**src/rtl/mul_arb_pkg.sv**
```systemverilog
// ---------------------------------------------------------------------------
// mul_arb_pkg
// Shared definitions for the multiplier arbiter:
//   - default values for the requester count, datapath width and multiplier
//     latency
//   - the two arbiter states (IDLE, BUSY), held as plain logic constants so
//     older tools and scripts can still match the encoding
//   - cnt_width(), which sizes the latency counter so it can hold MUL_LAT
// No ports; imported by rr_select and mul_arbiter.
// ---------------------------------------------------------------------------
package mul_arb_pkg;

   localparam int NUM_REQ_DEF = 4;
   localparam int DATA_W_DEF  = 16;
   localparam int MUL_LAT_DEF = 1;

   localparam logic [0:0] ST_IDLE = 1'b0;
   localparam logic [0:0] ST_BUSY = 1'b1;

   // The counter is loaded with MUL_LAT and counts down to 1, so it needs
   // enough bits to represent MUL_LAT itself.
   function automatic int cnt_width(input int mul_lat);
      return $clog2(mul_lat + 1);
   endfunction

endpackage

```
**src/rtl/mul_arbiter_rr_select.sv**
```systemverilog
// ---------------------------------------------------------------------------
// rr_select
// Combinational round-robin picker. Starting at ptr and searching upward
// with wrap-around, it selects the first requester whose req bit is set.
// Ports:
//   req        in  NUM_REQ  request vector
//   ptr        in  PTR_W    highest-priority requester index for this pick
//   win_onehot out NUM_REQ  one-hot winner (all zero when req is zero)
//   win_idx    out PTR_W    index of the winner (zero when none)
//   win_valid  out 1        a winner exists
// ---------------------------------------------------------------------------
module rr_select
   import mul_arb_pkg::*;
#(
   parameter int NUM_REQ = NUM_REQ_DEF,
   parameter int PTR_W   = (NUM_REQ > 1) ? $clog2(NUM_REQ) : 1
) (
   input  logic [NUM_REQ-1:0] req,
   input  logic [PTR_W-1:0]   ptr,
   output logic [NUM_REQ-1:0] win_onehot,
   output logic [PTR_W-1:0]   win_idx,
   output logic               win_valid
);

   // Walk the requesters in priority order (ptr, ptr+1, ... wrapping) and
   // latch onto the first active one; later hits are ignored once a winner
   // has been found.
   always_comb begin
      logic [PTR_W-1:0] idx;
      win_onehot = '0;
      win_idx    = '0;
      win_valid  = 1'b0;
      idx        = '0;
      for (int off = 0; off < NUM_REQ; off++) begin
         idx = PTR_W'((int'(ptr) + off) % NUM_REQ);
         if (!win_valid && req[idx]) begin
            win_valid       = 1'b1;
            win_onehot[idx] = 1'b1;
            win_idx         = idx;
         end
      end
   end

endmodule

```
**src/rtl/mul_arbiter.sv**
```systemverilog
// ---------------------------------------------------------------------------
// mul_arbiter
// Shares one multiplier between NUM_REQ requesters. A round-robin winner is
// granted, its operands are registered onto mul_a/mul_b, and after MUL_LAT
// cycles the low DATA_W bits of mul_p are captured into result while done
// pulses for one cycle on the winner's bit. One operation is in flight at a
// time; req is ignored while busy.
// Ports:
//   CLOCK_50  in  1            system clock
//   reset     in  1            synchronous, active-high reset
//   req       in  NUM_REQ      per-requester request (held until done)
//   op_a      in  NUM_REQ*W    packed first operands, slice i*W +: W
//   op_b      in  NUM_REQ*W    packed second operands
//   grant     out NUM_REQ      one-hot, requester currently being served
//   done      out NUM_REQ      one-hot single-cycle completion pulse
//   result    out W            low half of the product, held until next capture
//   result_hi out W            high half of the product (MUL_ARB_HIGH_WORD_EN only)
//   busy      out 1            operation in flight
//   mul_a     out W            registered multiplier operand A
//   mul_b     out W            registered multiplier operand B
//   mul_p     in  2*W          multiplier product
// Build option: define MUL_ARB_HIGH_WORD_EN to add the result_hi output.
// ---------------------------------------------------------------------------
module mul_arbiter
   import mul_arb_pkg::*;
#(
   parameter int NUM_REQ = NUM_REQ_DEF,
   parameter int DATA_W  = DATA_W_DEF,
   parameter int MUL_LAT = MUL_LAT_DEF
) (
   input  logic                      CLOCK_50,
   input  logic                      reset,
   input  logic [NUM_REQ-1:0]        req,
   input  logic [NUM_REQ*DATA_W-1:0] op_a,
   input  logic [NUM_REQ*DATA_W-1:0] op_b,
   output logic [NUM_REQ-1:0]        grant,
   output logic [NUM_REQ-1:0]        done,
   output logic [DATA_W-1:0]         result,
`ifdef MUL_ARB_HIGH_WORD_EN
   output logic [DATA_W-1:0]         result_hi,
`endif
   output logic                      busy,
   output logic [DATA_W-1:0]         mul_a,
   output logic [DATA_W-1:0]         mul_b,
   input  logic [2*DATA_W-1:0]       mul_p
);

   localparam int PTR_W = (NUM_REQ > 1) ? $clog2(NUM_REQ) : 1;
   localparam int CNT_W = cnt_width(MUL_LAT);

   logic [0:0]         state_q,  state_d;
   logic [PTR_W-1:0]   ptr_q,    ptr_d;
   logic [PTR_W-1:0]   gidx_q,   gidx_d;
   logic [CNT_W-1:0]   cnt_q,    cnt_d;
   logic [NUM_REQ-1:0] grant_q,  grant_d;
   logic [NUM_REQ-1:0] done_q,   done_d;
   logic [DATA_W-1:0]  result_q, result_d;
   logic               busy_q,   busy_d;
   logic [DATA_W-1:0]  mul_a_q,  mul_a_d;
   logic [DATA_W-1:0]  mul_b_q,  mul_b_d;

   logic [NUM_REQ-1:0] win_onehot;
   logic [PTR_W-1:0]   win_idx;
   logic               win_valid;

`ifdef MUL_ARB_HIGH_WORD_EN
   logic [DATA_W-1:0]  result_hi_q, result_hi_d;
`else
   // Upper product bits are deliberately dropped in this build.
   logic unused_mul_p_hi;
   assign unused_mul_p_hi = ^mul_p[2*DATA_W-1:DATA_W];
`endif

   rr_select #(
      .NUM_REQ (NUM_REQ),
      .PTR_W   (PTR_W)
   ) u_rr_select (
      .req        (req),
      .ptr        (ptr_q),
      .win_onehot (win_onehot),
      .win_idx    (win_idx),
      .win_valid  (win_valid)
   );

   // Next-state logic. Everything holds by default; done is a pulse and so
   // defaults to zero. In IDLE a winner is launched onto the multiplier; in
   // BUSY the counter runs down and on its last count the product is
   // captured, done fires and the pointer moves past the served requester.
   always_comb begin
      state_d  = state_q;
      ptr_d    = ptr_q;
      gidx_d   = gidx_q;
      cnt_d    = cnt_q;
      grant_d  = grant_q;
      done_d   = '0;
      result_d = result_q;
      busy_d   = busy_q;
      mul_a_d  = mul_a_q;
      mul_b_d  = mul_b_q;
`ifdef MUL_ARB_HIGH_WORD_EN
      result_hi_d = result_hi_q;
`endif
      case (state_q)
         ST_IDLE: begin
            if (win_valid) begin
               state_d = ST_BUSY;
               grant_d = win_onehot;
               gidx_d  = win_idx;
               mul_a_d = op_a[int'(win_idx)*DATA_W +: DATA_W];
               mul_b_d = op_b[int'(win_idx)*DATA_W +: DATA_W];
               cnt_d   = CNT_W'(MUL_LAT);
               busy_d  = 1'b1;
            end
         end
         ST_BUSY: begin
            cnt_d = cnt_q - 1'b1;
            if (cnt_q == CNT_W'(1)) begin
               state_d  = ST_IDLE;
               result_d = mul_p[DATA_W-1:0];
`ifdef MUL_ARB_HIGH_WORD_EN
               result_hi_d = mul_p[2*DATA_W-1:DATA_W];
`endif
               done_d   = grant_q;
               grant_d  = '0;
               busy_d   = 1'b0;
               if (gidx_q == PTR_W'(NUM_REQ - 1)) begin
                  ptr_d = '0;
               end else begin
                  ptr_d = gidx_q + 1'b1;
               end
            end
         end
         default: begin
            state_d = ST_IDLE;
         end
      endcase
   end

   // State registers. Reset drops any in-flight operation without a done.
   always_ff @(posedge CLOCK_50) begin
      if (reset) begin
         state_q  <= ST_IDLE;
         ptr_q    <= '0;
         gidx_q   <= '0;
         cnt_q    <= '0;
         grant_q  <= '0;
         done_q   <= '0;
         result_q <= '0;
         busy_q   <= 1'b0;
         mul_a_q  <= '0;
         mul_b_q  <= '0;
`ifdef MUL_ARB_HIGH_WORD_EN
         result_hi_q <= '0;
`endif
      end else begin
         state_q  <= state_d;
         ptr_q    <= ptr_d;
         gidx_q   <= gidx_d;
         cnt_q    <= cnt_d;
         grant_q  <= grant_d;
         done_q   <= done_d;
         result_q <= result_d;
         busy_q   <= busy_d;
         mul_a_q  <= mul_a_d;
         mul_b_q  <= mul_b_d;
`ifdef MUL_ARB_HIGH_WORD_EN
         result_hi_q <= result_hi_d;
`endif
      end
   end

   assign grant  = grant_q;
   assign done   = done_q;
   assign result = result_q;
   assign busy   = busy_q;
   assign mul_a  = mul_a_q;
   assign mul_b  = mul_b_q;
`ifdef MUL_ARB_HIGH_WORD_EN
   assign result_hi = result_hi_q;
`endif

endmodule

```
**config.mk**
```make
export PLATFORM = sky130hd
export DESIGN_NAME = mul_arbiter
export DESIGN_NICKNAME = d
export VERILOG_FILES = /design/src/rtl/mul_arb_pkg.sv /design/src/rtl/mul_arbiter_rr_select.sv /design/src/rtl/mul_arbiter.sv
export SDC_FILE = /design/constraint.sdc
export NUM_CORES = 1
export LEC_CHECK = 0
export ABC_AREA = 1
export CAP_MARGIN = 20
export CORE_MARGIN = 1
export CORE_UTILIZATION = 40
export CTS_CLUSTER_DIAMETER = 120
export CTS_CLUSTER_SIZE = 25
export DETAILED_ROUTE_END_ITERATION = 10
export HOLD_SLACK_MARGIN = 0.15
export MAX_ROUTING_LAYER = met4
export PLACE_DENSITY = 0.82
export SETUP_SLACK_MARGIN = 0.1
export SLEW_MARGIN = 40
export SYNTH_ARGS = -nofsm -noshare
export SYNTH_HDL_FRONTEND = slang
export SYNTH_SLANG_ARGS = --single-unit
```
**constraint.sdc**
```tcl
create_clock -name CLOCK_50 -period 5.9 [get_ports CLOCK_50]
set_input_delay 0.885 -clock CLOCK_50 [delete_from_list [all_inputs] [get_ports CLOCK_50]]
set_output_delay 0.885 -clock CLOCK_50 [all_outputs]
set_load 0.02 [all_outputs]
```
==> impl_results.md <==
* Outcome: finished clean
* Fin. Hold Viols at 0
* Final Util at 0.646
* Grt total ovfl at 0
* Fmax at 283 MHz
* Sink Count at 63
* Placed cell count at slightly below 1000
* Fin cells at just under 1000
* Clock tree buffer depth at 2
* Max IR drop VDD at 0.000131 V
* CTS Buf Count at 9
* Post-synthesis area per instance at between 6 and 7 sq um
* Tightest Hold Check Type: reg2reg
* Setup bufs post-CTS at 0
* Yosys warns at 0
* Clk pwr share at 0.236
* Post-place setup slack at 1950 ps
* Final TNS setup at 0 ps
* Synth Register Bits at 63
* Die Area at 10600 sq um
* Netlist cell types at 30
* Max-cap violations at 0
* Global-route wire length before repair at ~20000 um
* Metal2 WL at roughly 6300 um
* Nets at slightly above 1000
* Slew @ Worst Pin at approximately 600 ps
* N_diodes at 0
* 1st-iter DRT viols at about 140
* Setup-violating endpoint count in the final report at 0
* Final Cell Area at around 6300 sq um
* M1 WL at 5370 um
* Resize count post-CTS at 0
* Area Overhead vs Synth at 55.1%
* Wire length per cell at roughly 13 um
* Vias per Instance at 4.81
* First drt pass iteration count at 7
* Met3 WL at about 1100 um
* R2r startpoint: ptr_q[0]$_SDFFE_PP0P_
* Vias at around 4700
* Antenna viol nets, final at 0
* Final period util at 0.600
* I/O pins at roughly 220
* Syn_nets at between 800 and 900
* Post-synthesis sequential area ratio at 0.309
* Layout Skew at between 10 and 15 ps
* CTS tree: done
* Syn Inst Count at ~660
* Fraction of layout cells with a size suffix above 1 at 0.0610
* Worst-Skew Late Latency at between 300 and 400 ps
* Largest net degree at the start of global routing at 88
* Post-Place Cell Area at 6120 sq um
* # rows at 36
* Leak Pwr at 2.92 nW
* Routed WL at approximately 13000 um
* Initial antenna violation count at 0
* Root Driver: clkbuf_8
* PD cells at around 270 nW/um^2
* Placer Congestion at 0.884
* H-tree depth at 3
* Sw Share at 0.384
* Worst Setup End Kind: flop
* Largest fanout on the critical path at 87
* Final WS setup at roughly 2400 ps
* Die H at about 100 um
* Final min period at between 3000 and 4000 ps
* Core Box Area at 9820 sq um
* Crit Path Category: reg2reg
* Post-Syn Area at between 4000 and 5000 sq um
* Combinational fraction of design power at 0.460
* RSZ-0062 raised after global routing: false
* Commonest cells after routing, fill and taps aside: clkdlybuf4s50_1, nand2_1, nor2_1
* Relative slew slack at 0.599
* DRC Markers at 0
* Starting density of the core at 0.416
* HPWL Detailed at just under 10000 um
* # port buffers at between 200 and 250
* Max Slew Vio Count at 0
* Hold buffers post-CTS at 0
* Internal at around 0.0011 W
* CP Launch Point: ptr_q[0]$_SDFFE_PP0P_
* CP arrival at roughly 3800 ps
* Top sig layer: met4
* Reg power frac at 0.304
* Worst EP required at 6170 ps
* Hold path start: grant[3]$_SDFFE_PP0P_
* Element type at the critical path start: flop
* Switching power at about 0.00067 W
* Die boundary width at between 100 and 150 um
* Worst-path clk slew at around 70 ps
* Vias in the first global route at 4338
* Most common cell after layout, fill and taps aside: clkdlybuf4s50_1
* Overall routing resource usage at 0.250
## cell families after synthesis
kind of cell,share of synthesized area
AO/OA/AOI/OAI,0.0505
adder cells (fa/ha/maj),0.0275
buffers and inverters,0.134
flip-flops,0.309
AND/OR/NAND/NOR,0.480
## stage by stage
stage | hold WS (ps) | total power [W]
floorplan | 430 | 0.00105
global placement | 439 | 0.00131
detailed placement | 447 | 0.00134
CTS | 448 | 0.00175
global route | 469 | 0.00186
finish | 447 | 0.00174
## per-layer routing
| metal | track usage | vias up |
|---|---|---|
| li1 | - | 2406 |
| met1 | 0.269 | 2106 |
| met2 | 0.434 | 192 |
| met3 | 0.0597 | 38 |
| met4 | 0.116 | 0 |
| met5 | - | - |
## synthesized netlist by cell type, drive strengths merged
| master | instances | area share |
|---|---|---|
| nand2 | 167 | 0.16 |
| nor2 | 150 | 0.14 |
| inv | 85 | 0.078 |
| nand3 | 79 | 0.10 |
| dfxtp | 63 | 0.31 |
| buf | 26 | 0.047 |
| o21ai | 22 | 0.027 |
| nor3b | 21 | 0.051 |
| a21oi | 13 | 0.016 |
| nand3b | 10 | 0.018 |
| clkbuf | 9 | 0.0083 |
| ha | 9 | 0.028 |
| nand4 | 2 | 0.0046 |
| a21boi | 1 | 0.0018 |
| a22oi | 1 | 0.0018 |
| clkinv | 1 | 0.00092 |
| o211ai | 1 | 0.0018 |
| o32ai | 1 | 0.0021 |
| or2 | 1 | 0.0015 |
## sequential cells by signal, summed over array words and instances (netlist names)
| name | count |
|---|---|
| mul_a | 16 |
| cnt_q | 1 |
| grant | 4 |
| state_q | 1 |
| busy | 1 |
| gidx_q | 2 |
| ptr_q | 2 |
| mul_b | 16 |
| result | 16 |
| done | 4 |
## power by group through the flow
stage	logic, W	registers [W]	clock network, W
detailed placement	0.000797	0.000539	0
CTS	0.000801	0.000530	0.000419
floorplan	0.000440	0.000610	0
global route	0.000882	0.000538	0.000440
global placement	0.000778	0.000536	0
finish	0.000801	0.000530	0.000410
## critical path: stages (launching register included)
cell     delay [ps]
dfxtp_1         710
inv_2           250
ha_1            390
inv_1            80
nand3_1         120
nand2_2         110
nor2_2          220
nor2_1          100
nand2_4         280
nand2_8         340
inv_2           440
nand2_1          90
nand3_1         160
nand2_1          70
nor2_1           90
## area by class of cell
type,instances,area [sq um]
clock inverter,6,85.1
inverter,86,323
fill,879,3480
sequential,63,1260
multi-input combinational,478,2290
clock buffer,10,128
tap,133,166
timing repair buffer,209,2080
## final timing paths
check,slack (ps),endpoint,cells past startpoint
worst max-delay path,2360,mul_a[13]$_SDFFE_PP0P_,14
worst min-delay path,450,done[3]$_SDFF_PP0_,2
worst max register to register,2360,mul_a[13]$_SDFFE_PP0P_,14
worst min register to register,450,done[3]$_SDFF_PP0_,2
(Power assumes the default switching activity.)
==> edit: new RTL, config.mk and constraints unchanged <==
`MUL_LAT_DEF`: 1 -> 2.
--- a/src/rtl/mul_arb_pkg.sv
+++ b/src/rtl/mul_arb_pkg.sv
@@ -13,5 +13,5 @@
    localparam int NUM_REQ_DEF = 4;
    localparam int DATA_W_DEF  = 16;
-   localparam int MUL_LAT_DEF = 1;
+   localparam int MUL_LAT_DEF = 2;
 
    localparam logic [0:0] ST_IDLE = 1'b0;
Behaviour: not the same (Yosys sat finds a counterexample within 4 cycles, from zero or initial values and one cycle with reset high).
==> edit against the original RTL <==
Sequential cell count increased by 1; via count increased by 0.17%; worst setup slack got worse by 0.21 ns; sequential share of layout area decreased by 0.25 points; maximum frequency decreased by 5.7%; clock skew increased by 0.0023 ns; area after synthesis increased by 3.9%; critical path depth increased by 1; wire length decreased by 5.1%; combinational power decreased by 23%; power decreased by 8.4%; cell area increased by 2.9%; cell count increased by 3.1%.
==> edit: results <==
[setup_path]
rrSetupSlack_ns = 2.15
ff2ff_path_depth = 15
critPathMaxFanout = 31
r2r-end = "mul_a[11]$_SDFFE_PP0P_"
arrival_ns = 3.99

[logic_synthesis]
avgSynthCellArea_sq_um = 6.17
synth_adder_area_share_pct = 2.95
seq_area_frac_synth_pct = 30.2
synth_nets = 864
yosys-top-cells-count = "nand2_1, nand3_1, inv_1"
synth_compound_area_share_pct = 3.36
synth_area_leaders = "dfxtp_1, nand2_1, nand3_1"
ys_warn_count = 0
synth.distinct_cells = 29

[grt]
grt_pass1_vias = 4401
grt_pass1_wl_microns = 20500
track_usage_pct = 23.7
grt_max_degree = 40

[min_path]
hp-start = "result[6]$_SDFFE_PP0P_"
holdPathEnd = "result[6]$_SDFFE_PP0P_"
min_path_cells = 2

[placement]
placedCellCount = 1000
globalplace.congestion = 0.827
hpwl_microns = 8940

[clock_tree]
postCtsSetupRepairBufs = 0
insertion_delay_ns = 0.34
cts_made_buffers = 9
clk_path_buf_depth = 2
clk_pin_slew_worst_paths_ns = 0.08

[drt]
drt-initial-drc-count = 326
wl_per_cell_microns = 12.4
viasPerCell = 4.68
firstDrtPassIters = 6
wl_microns = 12600

[power_and_ir_drop]
powerSeq_uw = 514
power.leakage_uw = 0.00325
vdd_drop_max_v = 0.000140
p_int_uw = 1040
clock_power_share_pct = 29.2

[finish]
final_nets = 1051
layout-drive-gt1-share_pct = 6.48

[run_status]
status = "complete, no violations"

[sta]
clock_skew_ns = 0.0125
tightest_slew_ns = 0.804
-- edit: changes by cell type after synthesis, moves of 6 or more --
cell | before | now
buf_2 | 14 | 8
inv_1 | 81 | 112
nand2_1 | 157 | 209
nand3_1 | 76 | 122
nand3b_1 | 10 | 0
nor2_1 | 147 | 70
nor3b_1 | 11 | 5
o21ai_0 | 22 | 3
-- edit: area by class of cell --
| class | instances | area [sq um] |
|---|---|---|
| clock buffers | 9 | 124 |
| clock inverters | 7 | 120 |
| fillers | 968 | 3800 |
| inverters | 117 | 442 |
| multi-input cells | 472 | 2290 |
| flip-flops and latches | 64 | 1280 |
| well taps | 136 | 170 |
| repair buffers | 211 | 2100 |
-- edit: layer usage --
| metal | part of all wire [%] | vias up | global-route usage (%) |
|---|---|---|---|
| met4 | 0.54 | 0 | 6.44 |
| met3 | 7.3 | 5 | 5.49 |
| met1 | 44 | 2086 | 28.4 |
| met5 | 0 | - | - |
| met2 | 48 | 172 | 40.0 |
| li1 | - | 2487 | - |
-- edit: metrics by stage --
stage | util [%] | area (sq um) | power (uW) | worst slack [ns] | hold slack [ns]
floorplan | - | 4250 | 906 | 3.71 | 0.433
global placement | 60.8 | 6280 | 1130 | 1.98 | 0.430
detailed placement | 60.8 | 6280 | 1140 | 2.00 | 0.432
CTS | 63.2 | 6530 | 1610 | 2.11 | 0.449
global route | 63.2 | 6530 | 1700 | 1.76 | 0.475
finish | 63.2 | 6530 | 1590 | 2.15 | 0.450
-- edit: critical path, stage by stage (launching register included) --
cell and delay, ns:
dfxtp_1 0.68, inv_2 0.24, ha_1 0.39, inv_1 0.11, nand3_1 0.10, nand2_2 0.15, nor2_4 0.07, nor2_1 0.11
nand2_2 0.38, nand2_2 0.56, buf_4 0.40, nand2_1 0.09, nand3_1 0.13, nand3_1 0.09, nand2_1 0.07, inv_1 0.04
